File: config.mk
export PLATFORM = sky130hd
export DESIGN_NAME = cpu_sequencer
export DESIGN_NICKNAME = d
export VERILOG_FILES = /design/src/rtl/cpu_sequencer.sv
export SDC_FILE = /design/constraint.sdc
export NUM_CORES = 1
export LEC_CHECK = 0
export CORE_MARGIN = 1.5
export CORE_UTILIZATION = 25
export DETAILED_ROUTE_END_ITERATION = 8
export GPL_TIMING_DRIVEN = 0
export PLACE_DENSITY = 0.46
export SLEW_MARGIN = 20
export SYNTH_ARGS = -nofsm -noshare
export SYNTH_HDL_FRONTEND = slang
export SYNTH_SLANG_ARGS = --single-unit
File: constraint.sdc
create_clock -name clk -period 2.31 [get_ports clk]
set_input_delay 0.462 -clock clk [delete_from_list [all_inputs] [get_ports clk]]
set_output_delay 0.462 -clock clk [all_outputs]
set_load 0.03 [all_outputs]
File: src/rtl/cpu_sequencer.sv
// Fetch/decode/execute controller for the 8-bit W-accumulator CPU.
// Owns the program counter, the circular return stack and the instruction-fetch handshake.
module cpu_sequencer #(
  parameter int              PC_W         = 11,
  parameter int              IR_W         = 14,
  parameter int              STACK_DEPTH  = 8,
  parameter logic [PC_W-1:0] RESET_VECTOR = {PC_W{1'b0}}
) (
  input  logic            clk,
  input  logic            reset,
  input  logic            run,
  input  logic            wake,
  output logic            imem_req,
  output logic [PC_W-1:0] imem_addr,
  input  logic            imem_ack,
  input  logic [IR_W-1:0] imem_data,
  output logic [IR_W-1:0] ir_out,
  output logic [PC_W-1:0] pc_out,
  output logic [2:0]      alu_op,
  output logic            load_w,
  output logic            halted,
  output logic            illegal,
  output logic            stack_ovf,
  output logic            stack_unf
);
  localparam int SP_W  = $clog2(STACK_DEPTH);
  localparam int CNT_W = SP_W + 1;
  localparam logic [PC_W-1:0]  PC_ONE    = {{(PC_W-1){1'b0}}, 1'b1};
  localparam logic [SP_W-1:0]  SP_ONE    = {{(SP_W-1){1'b0}}, 1'b1};
  localparam logic [CNT_W-1:0] CNT_ONE   = {{(CNT_W-1){1'b0}}, 1'b1};
  localparam logic [CNT_W-1:0] CNT_FULL  = CNT_W'(STACK_DEPTH);
  localparam logic [2:0]       OP_IDLE   = 3'd7;
  localparam logic [IR_W-1:0]  IR_NOP    = {IR_W{1'b0}};
  localparam logic [IR_W-1:0]  IR_RETURN = {{(IR_W-8){1'b0}}, 8'h08};
  localparam logic [IR_W-1:0]  IR_SLEEP  = {{(IR_W-8){1'b0}}, 8'h63};

  typedef enum logic [2:0] {S_IDLE, S_FETCH, S_DECODE, S_EXEC, S_HALT} state_t;
  typedef enum logic [2:0] {C_NOP, C_ALU, C_RETLW, C_GOTO, C_CALL, C_RETURN, C_SLEEP, C_ILLEGAL} cls_t;
  typedef struct packed {
    cls_t       cls;
    logic [2:0] op;
  } dec_t;

  state_t           state_q, state_d;
  cls_t             cls_q, cls_d;
  logic [PC_W-1:0]  pc_q, pc_d;
  logic [IR_W-1:0]  ir_q, ir_d;
  logic [SP_W-1:0]  sp_q, sp_d, sp_dec;
  logic [CNT_W-1:0] cnt_q, cnt_d;
  logic [PC_W-1:0]  stack_q [STACK_DEPTH];
  logic [PC_W-1:0]  stack_d [STACK_DEPTH];
  logic             ovf_q, ovf_d, unf_q, unf_d;
  logic             imem_req_q, imem_req_d;
  logic [2:0]       alu_op_q, alu_op_d;
  logic             load_w_q, load_w_d;
  logic             illegal_q, illegal_d;
  logic             halted_q, halted_d;
  dec_t             dec;

  function automatic dec_t decode(input logic [IR_W-1:0] ir);
    dec_t d;
    d.cls = C_ILLEGAL;
    d.op  = OP_IDLE;
    casez (ir[IR_W-1 -: 6])
      6'b1100??: begin d.cls = C_ALU;   d.op = 3'd5; end
      6'b1101??: begin d.cls = C_RETLW; d.op = 3'd5; end
      6'b111000: begin d.cls = C_ALU;   d.op = 3'd3; end
      6'b111001: begin d.cls = C_ALU;   d.op = 3'd2; end
      6'b111010: begin d.cls = C_ALU;   d.op = 3'd4; end
      6'b11110?: begin d.cls = C_ALU;   d.op = 3'd1; end
      6'b11111?: begin d.cls = C_ALU;   d.op = 3'd0; end
      6'b101???: d.cls = C_GOTO;
      6'b100???: d.cls = C_CALL;
      default: begin
        if (ir == IR_NOP)         d.cls = C_NOP;
        else if (ir == IR_RETURN) d.cls = C_RETURN;
        else if (ir == IR_SLEEP)  d.cls = C_SLEEP;
        else                      d.cls = C_ILLEGAL;
      end
    endcase
    return d;
  endfunction

  // Next-state, datapath-control and return-stack logic; control outputs are
  // computed one state early so that the registered versions line up with EXEC.
  always_comb begin
    state_d    = state_q;
    pc_d       = pc_q;
    ir_d       = ir_q;
    cls_d      = cls_q;
    sp_d       = sp_q;
    cnt_d      = cnt_q;
    stack_d    = stack_q;
    ovf_d      = ovf_q;
    unf_d      = unf_q;
    imem_req_d = 1'b0;
    alu_op_d   = OP_IDLE;
    load_w_d   = 1'b0;
    illegal_d  = 1'b0;
    halted_d   = 1'b0;
    dec        = decode(ir_q);
    sp_dec     = sp_q - SP_ONE;
    case (state_q)
      S_IDLE: begin
        if (run) begin
          state_d    = S_FETCH;
          imem_req_d = 1'b1;
        end else begin
          state_d = S_IDLE;
        end
      end
      S_FETCH: begin
        if (imem_ack) begin
          ir_d    = imem_data;
          pc_d    = pc_q + PC_ONE;
          state_d = S_DECODE;
        end else begin
          imem_req_d = 1'b1;
        end
      end
      S_DECODE: begin
        cls_d   = dec.cls;
        state_d = S_EXEC;
        if (dec.cls == C_ALU || dec.cls == C_RETLW) begin
          alu_op_d = dec.op;
          load_w_d = 1'b1;
        end else if (dec.cls == C_ILLEGAL) begin
          illegal_d = 1'b1;
        end else begin
          alu_op_d = OP_IDLE;
        end
      end
      S_EXEC: begin
        // pc already points past this instruction, so CALL pushes it unchanged
        case (cls_q)
          C_GOTO: pc_d = ir_q[PC_W-1:0];
          C_CALL: begin
            stack_d[sp_q] = pc_q;
            sp_d          = sp_q + SP_ONE;
            pc_d          = ir_q[PC_W-1:0];
            if (cnt_q == CNT_FULL) ovf_d = 1'b1;
            else                   cnt_d = cnt_q + CNT_ONE;
          end
          C_RETLW, C_RETURN: begin
            sp_d = sp_dec;
            pc_d = stack_q[sp_dec];
            if (cnt_q == {CNT_W{1'b0}}) unf_d = 1'b1;
            else                        cnt_d = cnt_q - CNT_ONE;
          end
          default: pc_d = pc_q;
        endcase
        if (cls_q == C_SLEEP) begin
          state_d  = S_HALT;
          halted_d = 1'b1;
        end else if (run) begin
          state_d    = S_FETCH;
          imem_req_d = 1'b1;
        end else begin
          state_d = S_IDLE;
        end
      end
      S_HALT: begin
        if (wake) begin
          state_d    = S_FETCH;
          imem_req_d = 1'b1;
        end else begin
          halted_d = 1'b1;
        end
      end
      default: state_d = S_IDLE;
    endcase
  end

  // State and output registers with synchronous reset.
  always_ff @(posedge clk) begin
    if (reset) begin
      state_q    <= S_IDLE;
      cls_q      <= C_NOP;
      pc_q       <= RESET_VECTOR;
      ir_q       <= {IR_W{1'b0}};
      sp_q       <= {SP_W{1'b0}};
      cnt_q      <= {CNT_W{1'b0}};
      ovf_q      <= 1'b0;
      unf_q      <= 1'b0;
      imem_req_q <= 1'b0;
      alu_op_q   <= OP_IDLE;
      load_w_q   <= 1'b0;
      illegal_q  <= 1'b0;
      halted_q   <= 1'b0;
      for (int i = 0; i < STACK_DEPTH; i++) stack_q[i] <= {PC_W{1'b0}};
    end else begin
      state_q    <= state_d;
      cls_q      <= cls_d;
      pc_q       <= pc_d;
      ir_q       <= ir_d;
      sp_q       <= sp_d;
      cnt_q      <= cnt_d;
      ovf_q      <= ovf_d;
      unf_q      <= unf_d;
      imem_req_q <= imem_req_d;
      alu_op_q   <= alu_op_d;
      load_w_q   <= load_w_d;
      illegal_q  <= illegal_d;
      halted_q   <= halted_d;
      stack_q    <= stack_d;
    end
  end

  assign imem_req  = imem_req_q;
  assign imem_addr = pc_q;
  assign ir_out    = ir_q;
  assign pc_out    = pc_q;
  assign alu_op    = alu_op_q;
  assign load_w    = load_w_q;
  assign halted    = halted_q;
  assign illegal   = illegal_q;
  assign stack_ovf = ovf_q;
  assign stack_unf = unf_q;
endmodule

Word level (Yosys, flattened, before mapping). Cells that the tools add are included.

Memories kept: 0. Bits in read-only memories: 0. Bits in writable memories: 0. Register bits after elaboration: 135. Latch bits: 0. Input bits: 19. Word-level logic and storage cells: 117.

Shifts and indexed selects: 0. Order comparisons: 3. Muxes and demuxes: 33. Eq/ne operators: 29. Reduce and logical (&&, ||, !) cells: 22. Bitwise gates (word level): 4. Multipliers: 0. Add/sub/neg operators: 5. Div/mod/pow operators: 0.

Operators with widths (count): $bwmux W88 (1); $mux W11 (4); $pmux W11 S2 (2); $bmux W11 S3 (1); $demux W11 S3 (1); $eq A3 B3 Y1 const B (7); $eq A6 B6 Y1 const B (3); $pmux W3 S6 (1); $eq A3 B2 Y1 const B (5); $pmux W3 S5 (1); $eq A14 B4 Y1 const B (1); $eq A14 B7 Y1 const B (1); $logic_not A14 Y1 (1); $eq A4 B4 Y1 const B (3); $mux W3 (4); $pmux W3 S4 (1); $add A11 B1 Y11 const B (1); $eq A5 B5 Y1 const B (2); $mux W1 (10); $reduce_and A3 Y1 (3); $ge A4 B4 Y1 const B (2); $mux W4 (2); $ne A2 B2 Y1 const B (4); $not A3 Y4 (2); 23 further kinds (33).

Logic depth before layout (Yosys ltp).
Depth after elaboration: 9. Depth in mapped cells: 11.

Worst setup path before layout. OpenSTA, ideal clock, no wires.

Path kind: reg-to-reg. From: reg sp_q[0]. To: reg pc_q[0], in the netlist imem_addr[0]. Cell stages (with the launch flop): 11. Path slack: 71 ps. Arrival: 2121 ps. Path buffers: 4. Clock period less this slack: 2239 ps. Cells stage by stage: dfxtp_1 > buf_4 > buf_4 > inv_2 > ha_1 > buf_2 > buf_2 > mux4_2 > mux2i_1 > a21oi_1 > o221a_1.

Longest elaborated chain between the ends: 7.

RTL lines: start, declared (line 48) `logic [SP_W-1:0] sp_q, sp_d, sp_dec;`; start signal, assigned (line 181) `sp_q <= {SP_W{1'b0}};`; start signal, assigned (line 196) `sp_q <= sp_d;`; $sub A3 B1 Y3 (line 102) `sp_dec = sp_q - SP_ONE;`; net sp_dec[0] (line 48); $not A3 Y4 (implied by the code) (line 146) `pc_d = stack_q[sp_dec];`; $bmux W11 S3 (line 146); $mux W11 (implied by the code) (2 in series) (line 146); $pmux W11 S2 (line 135) `case (cls_q)`; $pmux W11 S2 (line 103) `case (state_q)`; end signal, assigned (line 194) `pc_q <= pc_d;`; end, declared (line 46) `logic [PC_W-1:0] pc_q, pc_d;`.

The timed path passes the listed nets, and every way through them passes these cells. The select of a mux whose other input is x is not followed. A chain may end at the register's enable or synchronous reset.

Worst setup path after layout.
From: reg ir_q[8], in the netlist ir_out[8]. To: out ir_out[8].

RTL lines: start, declared (line 47) `logic [IR_W-1:0] ir_q, ir_d;`; start signal, assigned (line 180) `ir_q <= {IR_W{1'b0}};`; start signal, assigned (line 195) `ir_q <= ir_d;`; end, declared (line 17) `output logic [IR_W-1:0] ir_out,`.

No word-level cell between the ends.

==> run_results.csv <==
group,metric,value,unit
place,placedInstanceArea,7520,um2
synth,synth_warnings,0,
worst_setup_path,worstSetupPathType,"reg -> out",
min_path,holdCritPathClass,"reg -> reg",
global_route,met3_usage,2.80,%
worst_setup_path,critical_path.cell_chain,"clkdlybuf4s50_1",
floorplanning,rows,58,
route,drtIter0Drc,282,
global_route,grt_use_met2,23.7,%
place,place.gp.congestion,0.781,
synth,synth-edff-count,0,
synth,synth.most_common_cell,"dfxtp_1",
worst_setup_path,path_max_fanout,8,
route,vias,5152,
global_route,grt_use_met1,18.7,%
floorplanning,initial_core_util,25.6,%
route,viasPerCell,4.62,
route,wl_per_cell,16.6,um
sta,finalSetupViolCount,0,
power,power_leakage,3.14,nW
layout,final_area,8230,um2
cts,clock_sinks,135,
layout,multi_input_area,3380,um2
synth,yosysUniqueCellTypes,61,
global_route,grt_usage,14.4,%
worst_setup_path,cp.required,1850,ps
sta,final-hold-violation-count,0,
worst_setup_path,slowest_delay,750,ps
worst_setup_path,cp-end-kind,"output port",
sta,fin_worst_skew,10.6,ps
layout,antennaDiodeCount,0,
worst_setup_path,cp_top_family,"buffers and inverters",
synth,syn_area,6480,um2
synth,syn_inst,689,
worst_setup_path,arrival,1770,ps
power,irDropWorstVdd,0.000527,V
sta,clock.fmax,0.447,GHz
job,maxCapViolCount,0,
global_route,grt.busiest_layer,"met2",
cts,clockRootBuffer,"clkbuf_16",
sta,final_max_slew_viol_count,0,
synth,yosysSeqAreaShare,41.7,%
route,drc_errors,0,
global_route,grt_overflow_total,0,
sta,rsz0062_at_grt,"no",
sta,min_period,2230,ps
worst_setup_path,start_kind,"flop",
floorplanning,pin_count,64,
synth,synth_common_cells,"135 x dfxtp_1, 112 x nor2_1, 93 x mux2i_1",
cts,hold_buffers,0,
synth,synth_area_leaders,"dfxtp_1 42%, mux2i_1 14%, mux4_2 7.7%",
layout,drive_gt1_share,16.0,%
sta,maxSlewHeadroom,55.0,%
synth,ys_ff_latch,135,
place,place_hpwl,13700,um
synth,postSynthNetCount,714,
synth,synth_flop_cell,"dfxtp_1",
layout,fin_cells,1116,
layout,syn_to_final_growth,27.0,%
cts,cts_tree,"built",
cts,clock_latency,430,ps
floorplanning,die-area,26900,um2
floorplanning,die_w,164,um
power,cellPowerDensity,678,nW/um2
worst_setup_path,cp_slowest_cell,"clkdlybuf4s50_1",
cts,cts_inserted_buffers,17,
worst_setup_path,crit_buf_inv,1,
cts,h-tree-depth,4,
layout,nets,798,
synth,yosysTopAreaCell,"dfxtp_1",
global_route,grt_antenna_before_repair,0,
sta,min_period_over_period,96.7,%
floorplanning,die_y,164,um
outcome,outcome,"finished clean",
layout,post-route-util,32.5,%
route,routed_wl,18500,um
sta,tightest_slew,669,ps
layout,regArea,2710,um2
route,drtPass1Iterations,5,
layout,n_fill_cell,2630,
cts,cts_buffer_depth,2,
cts,path_clk_slew,70,ps
synth,synth_area_per_cell,9.40,um2
global_route,grt_pass1_wl,29300,um
synth,netlist.area_leader.share,41.7,%
synth,async_flop_share,0,%
place,port_buffers,63,
place,dp_cells,1082,
floorplanning,coreArea,25300,um2
global_route,grt_max_degree,17,
global_route,grt_pass1_vias,5078,
route,ant_nets,0,
-- cells by family after synthesis --
kind of cell	synth area share, %
AOI/OAI and AO/OA	9.56
muxes	22.2
DFF	41.7
xor gates and xnor gates	1.33
adders and majority gates	1.28
and+or+nand+nor	17.4
buffers and inverters	6.45
-- sequential cells by signal, indices dropped and copies added, names as in the netlist --
| name | flops |
|---|---|
| ir_out | 14 |
| halted | 1 |
| state_q | 3 |
| cls_q | 3 |
| alu_op | 3 |
| stack_unf | 1 |
| cnt_q | 4 |
| load_w | 1 |
| sp_q | 3 |
| imem_addr | 11 |
| stack_q | 88 |
| illegal | 1 |
| stack_ovf | 1 |
| imem_req | 1 |
-- cell usage in the layout, fill, tap and decap left out, drive strengths merged, types with 23 or more instances in the layout --
| cell type | instances |
|---|---|
| a21oi | 38 |
| o21ai | 26 |
| buf | 39 |
| clkbuf | 45 |
| inv | 25 |
| mux2i | 93 |
| nand2 | 65 |
| nand3 | 23 |
| clkdlybuf4s50 | 63 |
| nor2 | 113 |
| dfxtp | 135 |
-- what timing repair did --
action / in CTS / in global routing
gates resized for setup: 16 / 21
setup endpoints to repair: 28 / 53
buffers inserted: 0 / 2
pin swaps: 0 / 1
endpoints found under the hold margin: 0 / 0
-- final timing paths --
check                 start      endpoint  slack, ps  cells past startpoint
setup / recovery  ir_out[8]     ir_out[8]         80                      1
setup reg to reg    sp_q[0]  imem_addr[0]         90                      9
hold / removal    stack_unf     stack_unf        490                      2
hold reg to reg   stack_unf     stack_unf        490                      2
-- final cells by class --
cell class	count	share of cell area [%]
sequential	135	33.0
inverter	14	0.639
clock inverter	15	1.87
clock buffer	17	5.17
tap	330	5.02
timing repair buffer	65	7.85
buffer	65	5.38
multi-input combinational	475	41.1
-- power by group --
group	leakage, nW	internal (mW)	switching, mW	total (mW)
clock	0.288	1.53	1.19	2.72
combinational	1.76	0.194	0.282	0.475
sequential	1.09	2.35	0.0353	2.39
-- per-stage QoR --
stage                     TNS (ps)  setup WS (ps)  total power [mW]  hold slack, ps
after floorplan                  0           70.5              2.73             455
after global placement      -34420           -503              2.91             471
after detailed placement    -33800           -508              2.91             481
after CTS                    -47.5          -46.3              5.64             497
after global routing             0           4.64              5.79             512
final                            0           75.1              5.58             488
-- per-layer routing --
metal	wire, um	vias up	part of all wire (%)
li1	-	2567	-
met1	8790	2464	48
met2	8700	104	47
met3	688	17	3.7
met4	304	0	1.6
met5	0	-	0
-- tightest hold or removal path, cell delays in order (launching register included) --
cell	delay (ps)
dfxtp_1	330
a41oi_1	50
nor2_1	70
(Power assumes the default switching activity.)
